--- src/rtl/mips_core_ctrl_exec.sv ---
// rtl/mips_core_ctrl_exec.sv - single-cycle MIPS decoder, ALU, next-PC logic and PC register
// Optional feature macro: SLT_EN (decodes slt and drives slt_o; otherwise slt is an unknown op).
module mips_core_ctrl_exec #(
  parameter logic [31:0] RESET_PC = 32'h0000_3000,
  parameter int          IM_AW    = 10
) (
  input  logic             clk_i,
  input  logic             rst_n_i,
  input  logic [31:0]      ins_i,
  input  logic [31:0]      rs_data_i,
  input  logic [31:0]      rt_data_i,
  input  logic [31:0]      ext_imm_i,
  output logic [31:0]      pc_o,
  output logic [IM_AW-1:0] im_addr_o,
  output logic [31:0]      jal_pc_o,
  output logic [31:0]      alu_out_o,
  output logic [IM_AW-1:0] dm_addr_o,
  output logic [31:0]      slt_out_o,
  output logic             zero_o,
  output logic             overflow_o,
  output logic             mem_write_o,
  output logic             reg_write_o,
  output logic [1:0]       mem_to_reg_o,
  output logic [1:0]       reg_dst_o,
  output logic [1:0]       ext_op_o
);

  logic [31:0] pc_q, pc_d;
  logic [31:0] pc_plus4;
  logic [5:0]  op, funct;
  logic [1:0]  aluctr;
  logic        alu_src, branch, jump, jr;
  logic [31:0] alu_b, alu_res;

  assign op    = ins_i[31:26];
  assign funct = ins_i[5:0];

  always_comb begin
    reg_write_o  = 1'b0;
    mem_write_o  = 1'b0;
    mem_to_reg_o = 2'b00;
    reg_dst_o    = 2'b00;
    ext_op_o     = 2'b00;
    aluctr       = 2'b00;
    alu_src      = 1'b0;
    branch       = 1'b0;
    jump         = 1'b0;
    jr           = 1'b0;
    case (op)
      6'h00: begin
        case (funct)
          6'h21: begin reg_write_o = 1'b1; reg_dst_o = 2'b01; end
          6'h23: begin reg_write_o = 1'b1; reg_dst_o = 2'b01; aluctr = 2'b01; end
`ifdef SLT_EN
          6'h2A: begin
            reg_write_o  = 1'b1;
            reg_dst_o    = 2'b01;
            mem_to_reg_o = 2'b11;
            aluctr       = 2'b01;
          end
`endif
          6'h08: jr = 1'b1;
          default: ;
        endcase
      end
      6'h0D: begin reg_write_o = 1'b1; alu_src = 1'b1; aluctr = 2'b10; end
      6'h08: begin reg_write_o = 1'b1; alu_src = 1'b1; ext_op_o = 2'b01; aluctr = 2'b11; end
      6'h0F: begin reg_write_o = 1'b1; alu_src = 1'b1; ext_op_o = 2'b10; end
      6'h23: begin
        reg_write_o  = 1'b1;
        alu_src      = 1'b1;
        ext_op_o     = 2'b01;
        mem_to_reg_o = 2'b01;
      end
      6'h2B: begin mem_write_o = 1'b1; alu_src = 1'b1; ext_op_o = 2'b01; end
      6'h04: begin branch = 1'b1; aluctr = 2'b01; end
      6'h02: jump = 1'b1;
      6'h03: begin
        jump         = 1'b1;
        reg_write_o  = 1'b1;
        reg_dst_o    = 2'b10;
        mem_to_reg_o = 2'b10;
      end
      default: ;
    endcase
  end

  assign alu_b = alu_src ? ext_imm_i : rt_data_i;

  always_comb begin
    case (aluctr)
      2'b01:   alu_res = rs_data_i - alu_b;
      2'b10:   alu_res = rs_data_i | alu_b;
      default: alu_res = rs_data_i + alu_b;
    endcase
  end

  assign alu_out_o  = alu_res;
  assign dm_addr_o  = alu_res[IM_AW+1:2];
  assign zero_o     = (alu_res == 32'h0);
  // Signed overflow only matters for addi; plain add/sub wrap silently.
  assign overflow_o = (aluctr == 2'b11) && (rs_data_i[31] == alu_b[31]) &&
                      (alu_res[31] != rs_data_i[31]);

`ifdef SLT_EN
  assign slt_out_o = {31'h0, ($signed(rs_data_i) < $signed(alu_b))};
`else
  assign slt_out_o = 32'h0;
`endif

  assign pc_plus4 = pc_q + 32'd4;

  always_comb begin
    if (jr)
      pc_d = rs_data_i;
    else if (jump)
      pc_d = {pc_q[31:28], ins_i[25:0], 2'b00};
    else if (branch && zero_o)
      pc_d = pc_plus4 + {{14{ins_i[15]}}, ins_i[15:0], 2'b00};
    else
      pc_d = pc_plus4;
  end

  always_ff @(posedge clk_i or negedge rst_n_i) begin
    if (!rst_n_i) pc_q <= RESET_PC;
    else          pc_q <= pc_d;
  end

  assign pc_o      = pc_q;
  assign im_addr_o = pc_q[IM_AW+1:2];
  assign jal_pc_o  = pc_plus4;

endmodule

--- config.mk ---
export PLATFORM = sky130hd
export DESIGN_NAME = mips_core_ctrl_exec
export DESIGN_NICKNAME = d
export VERILOG_FILES = /design/src/rtl/mips_core_ctrl_exec.sv
export SDC_FILE = /design/constraint.sdc
export NUM_CORES = 1
export LEC_CHECK = 0
export ABC_AREA = 1
export BUFFER_PORTS_ARGS = -buffer_cell sky130_fd_sc_hd__buf_2
export CORE_UTILIZATION = 48
export DETAILED_ROUTE_END_ITERATION = 8
export GPL_ROUTABILITY_DRIVEN = 0
export PLACE_DENSITY = 0.77
export RECOVER_POWER = 100
export SKIP_LAST_GASP = 1
export SLEW_MARGIN = 0
export SYNTH_ARGS = -nofsm -noshare
export SYNTH_HDL_FRONTEND = slang
export SYNTH_SLANG_ARGS = --single-unit
--- constraint.sdc ---
create_clock -name clk_i -period 4.2 [get_ports clk_i]
set_input_delay 0 -clock clk_i [delete_from_list [all_inputs] [get_ports clk_i]]
set_output_delay 0 -clock clk_i [all_outputs]
set_load 0.005 [all_outputs]
==> summary.md, run 1 <==
| Metric | Value |
|---|---|
| Final setup viols | `37` |
| Post-synth ARST share | `100%` |
| Maximum vdd drop | `0.000251 V` |
| Critical hold path startpoint | `rs_data_i[19]` |
| Post-Route Utilization | `78.2%` |
| Synth Register Bits | `32` |
| Share of cells above drive strength 1 | `40.2%` |
| Primary FF master, synth | `dfrtp_1` |
| Worst setup path start | `ins_i[31]` |
| Setup CP Type | `input port to register` |
| Max-cap violation count | `0` |
| Largest stage delay, worst path | `0.36 ns` |
| Commonest cells post-synth | `433 x nand2_1, 205 x inv_1, 140 x nor2_1, 139 x nand3_1, 77 x a21oi_1` |
| Power Total | `4.46 mW` |
| Core box area | `17,200 sq um` |
| Outcome | `complete, but fails checks` |
| Initial Utilization | `48.8%` |
| Failing checks | `setup timing` |
| Via count | `13,189` |
| Skew final | `0.00649 ns` |
| Worst hold margin | `0.0194 ns` |
| FF-to-FF path depth | `31` |
| P_int | `2.21 mW` |
| Post-route ant nets | `0` |
| Die Wd | `134 um` |
| Clk Latency, worst-skew pair | `0.28 ns` |
| TritonCTS Buffers | `5` |
| Fillers | `1,117` |
| Ys Warns | `0` |
| Area of the multi-input gates | `7330 sq um` |
| Worst Max-Slew Pin Slew | `0.960 ns` |
| Largest fanout on the critical path | `6` |
| Largest delay share family, worst path | `simple AND/OR/NAND/NOR gates` |
| Reg2Reg Launch Point | `pc_o[2]` |
| Net Sw Frac | `50.5%` |
| Yosys top cell by area | `nand2_1` |
| Synth Cell Area | `8420 sq um` |
| # DRC | `0` |
| Post-Route WL | `40.7 mm` |
| Max-slew violation count | `0` |
| CP endpoint kind | `register` |
| Die area | `18,100 sq um` |
| Global route overflow | `0` |
| FP Rows | `48` |
| Sequential power share | `11.8%` |
| Register Area | `803 sq um` |
| Number of flops mapped to enable cells by yosys | `0` |
| CP startpoint kind | `input port` |
| Setup TNS Final | `-19.29 ns` |
| PD cells | `331 nW/um^2` |
| Distinct cells, synth | `54` |
| Via density | `5.80` |
| Final net count | `2,241` |
| Hold depth | `3` |
| Synth top area cells | `nand2_1 19%, ha_1 9.2%, inv_1 9.1%, dfrtp_1 8.9%, nand3_1 8.3%` |
| Max reg flops | `32` |
| Crit. path cell count | `40` |
| Largest net degree at the start of global routing | `46` |
| Max Fclk | `205 MHz` |
| Final min period | `4.87 ns` |
| Final worst-path cycle share | `116%` |
| Routed len/inst | `17.9 um` |
| WP data arrival | `5.02 ns` |
| Avg Synthesized Cell Area | `5.67 sq um` |
| Longest Clk Path Bufs | `2` |
| Sequential area share after synthesis | `9.55%` |
| IO Port Bufs | `255` |
| Count leader, synth | `nand2_1` |
| CTS tree | `yes` |
| P&R area growth vs syn | `60.2%` |
| DR pass1 iterations | `7` |
| Die Ht | `134 um` |
| CP required | `4.35 ns` |
| First-pass GRT wire length | `56.7 mm` |
| Clock Power Share | `8.4%` |
| Hold Crit Class | `input port to register` |
| Initial DRC count | `2,057` |
| Final Hold Fails | `0` |
| Htree depth | `2` |
| Slew headroom | `35.9%` |
| Clock slew seen by the registers of the worst setup and hold paths | `0.06 ns` |
| # IOs | `288` |
| Sw power | `2.25 mW` |
| Lkg Pwr | `7.66 nW` |
| Initial antenna violation count | `0` |
| Ant diodes | `0` |
| CP max stage cell | `ha_1` |
| Placed inst area | `11,700 sq um` |
| Final Cell Area | `13,500 sq um` |
| Setup ws final | `-0.674 ns` |
| RSZ-0062 raised after global routing | `true` |
| Synth Instances | `1,485` |
| Root buffer cell | `clkbuf_16` |
| Clk sinks | `32` |
| Vias in the first global route | `11,612` |
| Post-DP HPWL | `27.9 mm` |
| Area share of the largest cell type after synthesis | `19.3%` |
| Logic pwr share | `79.8%` |
| CP Buf/Inv Count | `10` |
| Gr usage total | `39.4%` |
## layout by cell type (no fill, tap or decap), drive strengths merged, types with 3 or more instances in the layout
cell	netlist	routed
o21ai	70	70
nor4	4	4
nand2	445	448
nand3b	8	8
nor3	21	21
clkbuf	15	7
a21oi	77	77
inv	207	207
a22oi	8	8
nor2	149	150
xor2	66	66
conb	1	32
o21a	3	3
a31oi	4	4
nand3	144	144
a22o	4	4
o211ai	4	4
ha	62	62
nand4	30	30
o21bai	13	13
or2	7	7
dlygate4sd3	0	17
a21boi	5	5
dfrtp	30	30
clkinv	1	3
xnor2	18	18
buf	71	588
## repair_timing
action	4_1_cts	5_1_grt
hold buffers	17	0
setup endpoints to repair	35	42
cloned	4	2
pin swaps	59	100
resized for setup	78	177
hold endpoints to repair	45	0
setup buffers	20	38
## cells by family (layout without fill, tap and decap cells)
logic type,count (synthesis),after routing,synth area share [%]
AO/OA/AOI/OAI,198,198,13.4
XOR/XNOR,84,84,8.74
adder cells (fa/ha/maj),64,64,9.69
buffers and inverters,294,822,16.3
flip-flops,32,32,9.55
multiplexers,1,1,0.119
other,1,32,0.0446
AND/OR/NAND/NOR,811,815,42.2
## power by group through the flow
stage          clock (mW)  sequential [mW]  combinational [mW]
5_1_grt             0.382            0.535                3.83
2_1_floorplan           0            0.500                1.75
6_report            0.374            0.526                3.56
3_3_place_gp            0            0.513                2.98
3_5_place_dp            0            0.516                3.04
4_1_cts             0.371            0.512                3.15
## metal layers
metal  vias up  track usage, %  share of wire [%]
li1       5842               -                  -
met1      5867            49.2                 35
met2      1136            62.9                 44
met3       344            7.33                 13
met4         0            23.7                8.5
met5         -               0                  0
## stage by stage
stage / cells / worst slack, ns
3_5_place_dp: 2188 / -0.872
5_1_grt: 2273 / -0.892
6_report: 2273 / -0.674
2_1_floorplan: 1516 / -0.0275
3_3_place_gp: 2188 / -0.709
4_1_cts: 2236 / -0.210
## final cells by class
cell class / count / share of cell area (%)
well taps: 225 / 2.09
multi-input cells: 1194 / 54.4
repair buffers: 606 / 30.6
clock inverters: 2 / 0.0743
inverters: 208 / 5.85
flip-flops and latches: 32 / 5.96
clock buffers: 6 / 1.03
## path summary, 6_finish.rpt
kind,to,slack (ns)
worst max-delay path,pc_o[14],-0.67
worst min-delay path,pc_o[19],0.02
max in group asynchronous,pc_o[28],3.37
worst max register to register,pc_o[31],-0.26
min in group asynchronous,pc_o[0],0.32
worst min register to register,pc_o[0],0.56
## worst min-delay path: stages
cell,delay (ns)
buf_2,0.13
nand2_1,0.06
nand3_1,0.07
Power figures use the tool's default switching activity.
==> inputs of run 2 (changes only) <==
- CORE_ASPECT_RATIO: not set -> 1.5
==> run 2 against run 1 <==
  * The flow still finishes with violations (setup timing)
  * Flip-flop and latch count unchanged
  * Clock power down 3%
  * Critical path depth down 4
  * Wire length down 4.4%
  * Register-to-register slack worse by 0.16 ns
  * First-iteration DRC count down 39%
  * Final area down 3.1%
  * Sequential share of layout area up 0.19 points
  * Critical path type unchanged
  * Highest routed layer unchanged
==> summary.md, run 2 (synthesis gave the netlist of run 1 again) <==
| Metric | Value |
|---|---|
| Outcome | `complete, but fails checks` |
| Failing checks | `setup timing` |
| Largest net degree at the start of global routing | `37 (-20%)` |
| RSZ-0062 raised after global routing | `true` |
| Worst Max-Slew Pin Slew | `0.769 ns (-0.191 ns)` |
| Clock slew seen by the registers of the worst setup and hold paths | `0.05 ns (about the same)` |
| Net Sw Frac | `50.1% (-0.40 points)` |
| Slew headroom | `48.7% (+13 points)` |
| Vias in the first global route | `12,405 (+6.8%)` |
| Lkg Pwr | `7.53 nW (-1.7%)` |
| Critical hold path startpoint | `rs_data_i[13]` |
| First-pass GRT wire length | `58.2 mm (+2.8%)` |
| Dpl cells | `2,176 (-0.55%)` |
| CP required | `4.37 ns (+0.02 ns)` |
| CP startpoint kind | `input port` |
| Via count | `12,903 (-2.2%)` |
| CP endpoint kind | `register` |
| CTS tree | `yes` |
| Final min period | `4.82 ns (-0.0511 ns)` |
| PD cells | `333 nW/um^2 (+0.74%)` |
| Root buffer cell | `clkbuf_16` |
| Hold Crit Class | `input port to register` |
| CP max stage cell | `ha_1` |
| Setup ws final | `-0.623 ns (+0.0511 ns)` |
| Pre-CTS setup slack | `-0.973 ns (-0.101 ns)` |
| Clk sinks | `32 (unchanged)` |
| Die Ht | `164 um (+22%)` |
| Via density | `5.74 (-1.1%)` |
| Maximum vdd drop | `0.000226 V (-9.7%)` |
| Setup CP Type | `input port to register` |
| Ant diodes | `0 (unchanged)` |
| Final Hold Fails | `0 (unchanged)` |
| Worst setup path start | `ins_i[30]` |
| Commonest non-fill, non-tap cell in the layout | `nand2_1` |
| Routed len/inst | `17.3 um (-3.3%)` |
| Clk Latency, worst-skew pair | `0.29 ns (about the same)` |
| Sw power | `2.18 mW (-3.2%)` |
| Max Fclk | `207 MHz (+1.1%)` |
| Initial antenna violation count | `0 (unchanged)` |
| Share of cells above drive strength 1 | `37.4% (-2.8 points)` |
| IO Port Bufs | `255 (unchanged)` |
| TritonCTS Buffers | `5 (unchanged)` |
| Core box area | `17,000 sq um (-1.5%)` |
| Final std cells w/o fill | `2,248 (-1.1%)` |
| Skew final | `0.00874 ns (+0.00225 ns)` |
| Final setup viols | `35 (-5.4%)` |
| Die Wd | `110 um (-18%)` |
| Fillers | `1,215 (+8.8%)` |
| WP data arrival | `4.99 ns (-0.03 ns)` |
| DR pass1 iterations | `9 (+2)` |
| FP Rows | `58 (+21%)` |
| Htree depth | `2 (unchanged)` |
| Longest Clk Path Bufs | `2 (unchanged)` |
| Max-cap violation count | `0 (unchanged)` |
| Max reg flops | `32 (unchanged)` |
| Initial Utilization | `49.6% (+0.73 points)` |
| P_int | `2.17 mW (-1.6%)` |
| # DRC | `0 (unchanged)` |
| Clock Power Share | `8.4% (about the same)` |
| Die area | `18,100 sq um (about the same)` |
| Largest stage delay, worst path | `0.35 ns (about the same)` |
| Largest fanout on the critical path | `7 (+1)` |
| Initial DRC count | `1,250 (-39%)` |
| Final worst-path cycle share | `115% (-1.2 points)` |
| Global route overflow | `0 (unchanged)` |
| Post-Route WL | `38.9 mm (-4.4%)` |
| # IOs | `288 (unchanged)` |
| P&R area growth vs syn | `55.1%` |
| Worst hold margin | `0.00453 ns (-0.0149 ns)` |
| Commonest cells after routing, fill and taps aside | `392 x nand2_1, 312 x buf_4, 250 x buf_2, 197 x inv_1, 125 x nand3_1` |
| Final net count | `2,231 (-0.45%)` |
| Max-slew violation count | `0 (unchanged)` |
| Sequential power share | `11.9% (about the same)` |
| Post-DP HPWL | `28.5 mm (+2.4%)` |
| Logic pwr share | `79.8% (about the same)` |
| Gr usage total | `41.7% (+2.3 points)` |
| Post-route ant nets | `0 (unchanged)` |
| Reg2Reg Launch Point | `pc_o[2]` |
[run 2: path summary, 6_finish.rpt]
check,slack (ns),cells past startpoint,endpoint
max,-0.62,36,pc_o[3]
max reg2reg,-0.42,30,pc_o[28]
max in group asynchronous,3.36,2,pc_o[21]
min reg2reg,0.59,1,pc_o[1]
min in group asynchronous,0.34,2,pc_o[6]
min,0.005,3,pc_o[13]
[run 2: routing by layer]
layer  share of wire [%]  GRT usage, %  wire length, um
met5                   0             0                0
met4                 9.6          36.1             3720
met3                 9.3          9.17             3630
met2                  49          72.7            19100
met1                  32          40.7            12500
[run 2: layout make-up]
cell class | instances | area [sq um] | share of cell area (%)
clock inverter | 2 | 12.5 | 0.0958
timing repair buffer | 597 | 4030 | 30.9
sequential | 32 | 803 | 6.15
multi-input combinational | 1193 | 7030 | 53.8
clock buffer | 6 | 129 | 0.987
tap | 210 | 263 | 2.01
inverter | 208 | 786 | 6.02
[run 2: power groups by stage]
stage | clock [mW] | combinational [mW] | sequential [mW]
global route | 0.374 | 3.76 | 0.525
floorplan | 0 | 1.75 | 0.500
finish | 0.364 | 3.47 | 0.517
global placement | 0 | 3.01 | 0.507
detailed placement | 0 | 3.07 | 0.510
CTS | 0.362 | 3.25 | 0.507
[run 2: what timing repair did]
action	4_1_cts	5_1_grt
buffers inserted	37	7
pin swaps	70	45
endpoints found under the setup margin	36	40
gates resized for setup	124	53
cloned	5	0
endpoints found under the hold margin	44	0
hold buffers	16	0
[run 2: stage by stage]
stage | utilization, % | power (mW) | setup TNS [ns] | instance area, sq um
after floorplan | - | 2.25 | -0.219 | 8660
after global placement | 69.0 | 3.51 | -24.08 | 11700
after detailed placement | 69.0 | 3.58 | -28.78 | 11700
after CTS | 75.4 | 4.12 | -7.63 | 12800
after global routing | 76.9 | 4.66 | -24.13 | 13100
final | 76.9 | 4.35 | -18.25 | 13100
[run 2: worst max-delay path, delay by kind of cell]
family                     cells  cell delay [ns]
and+or+nand+nor               27             3.68
AOI/OAI and AO/OA              1             0.10
buffers and inverters          6             0.68
adders and majority gates      1             0.35
xor gates and xnor gates       1             0.16
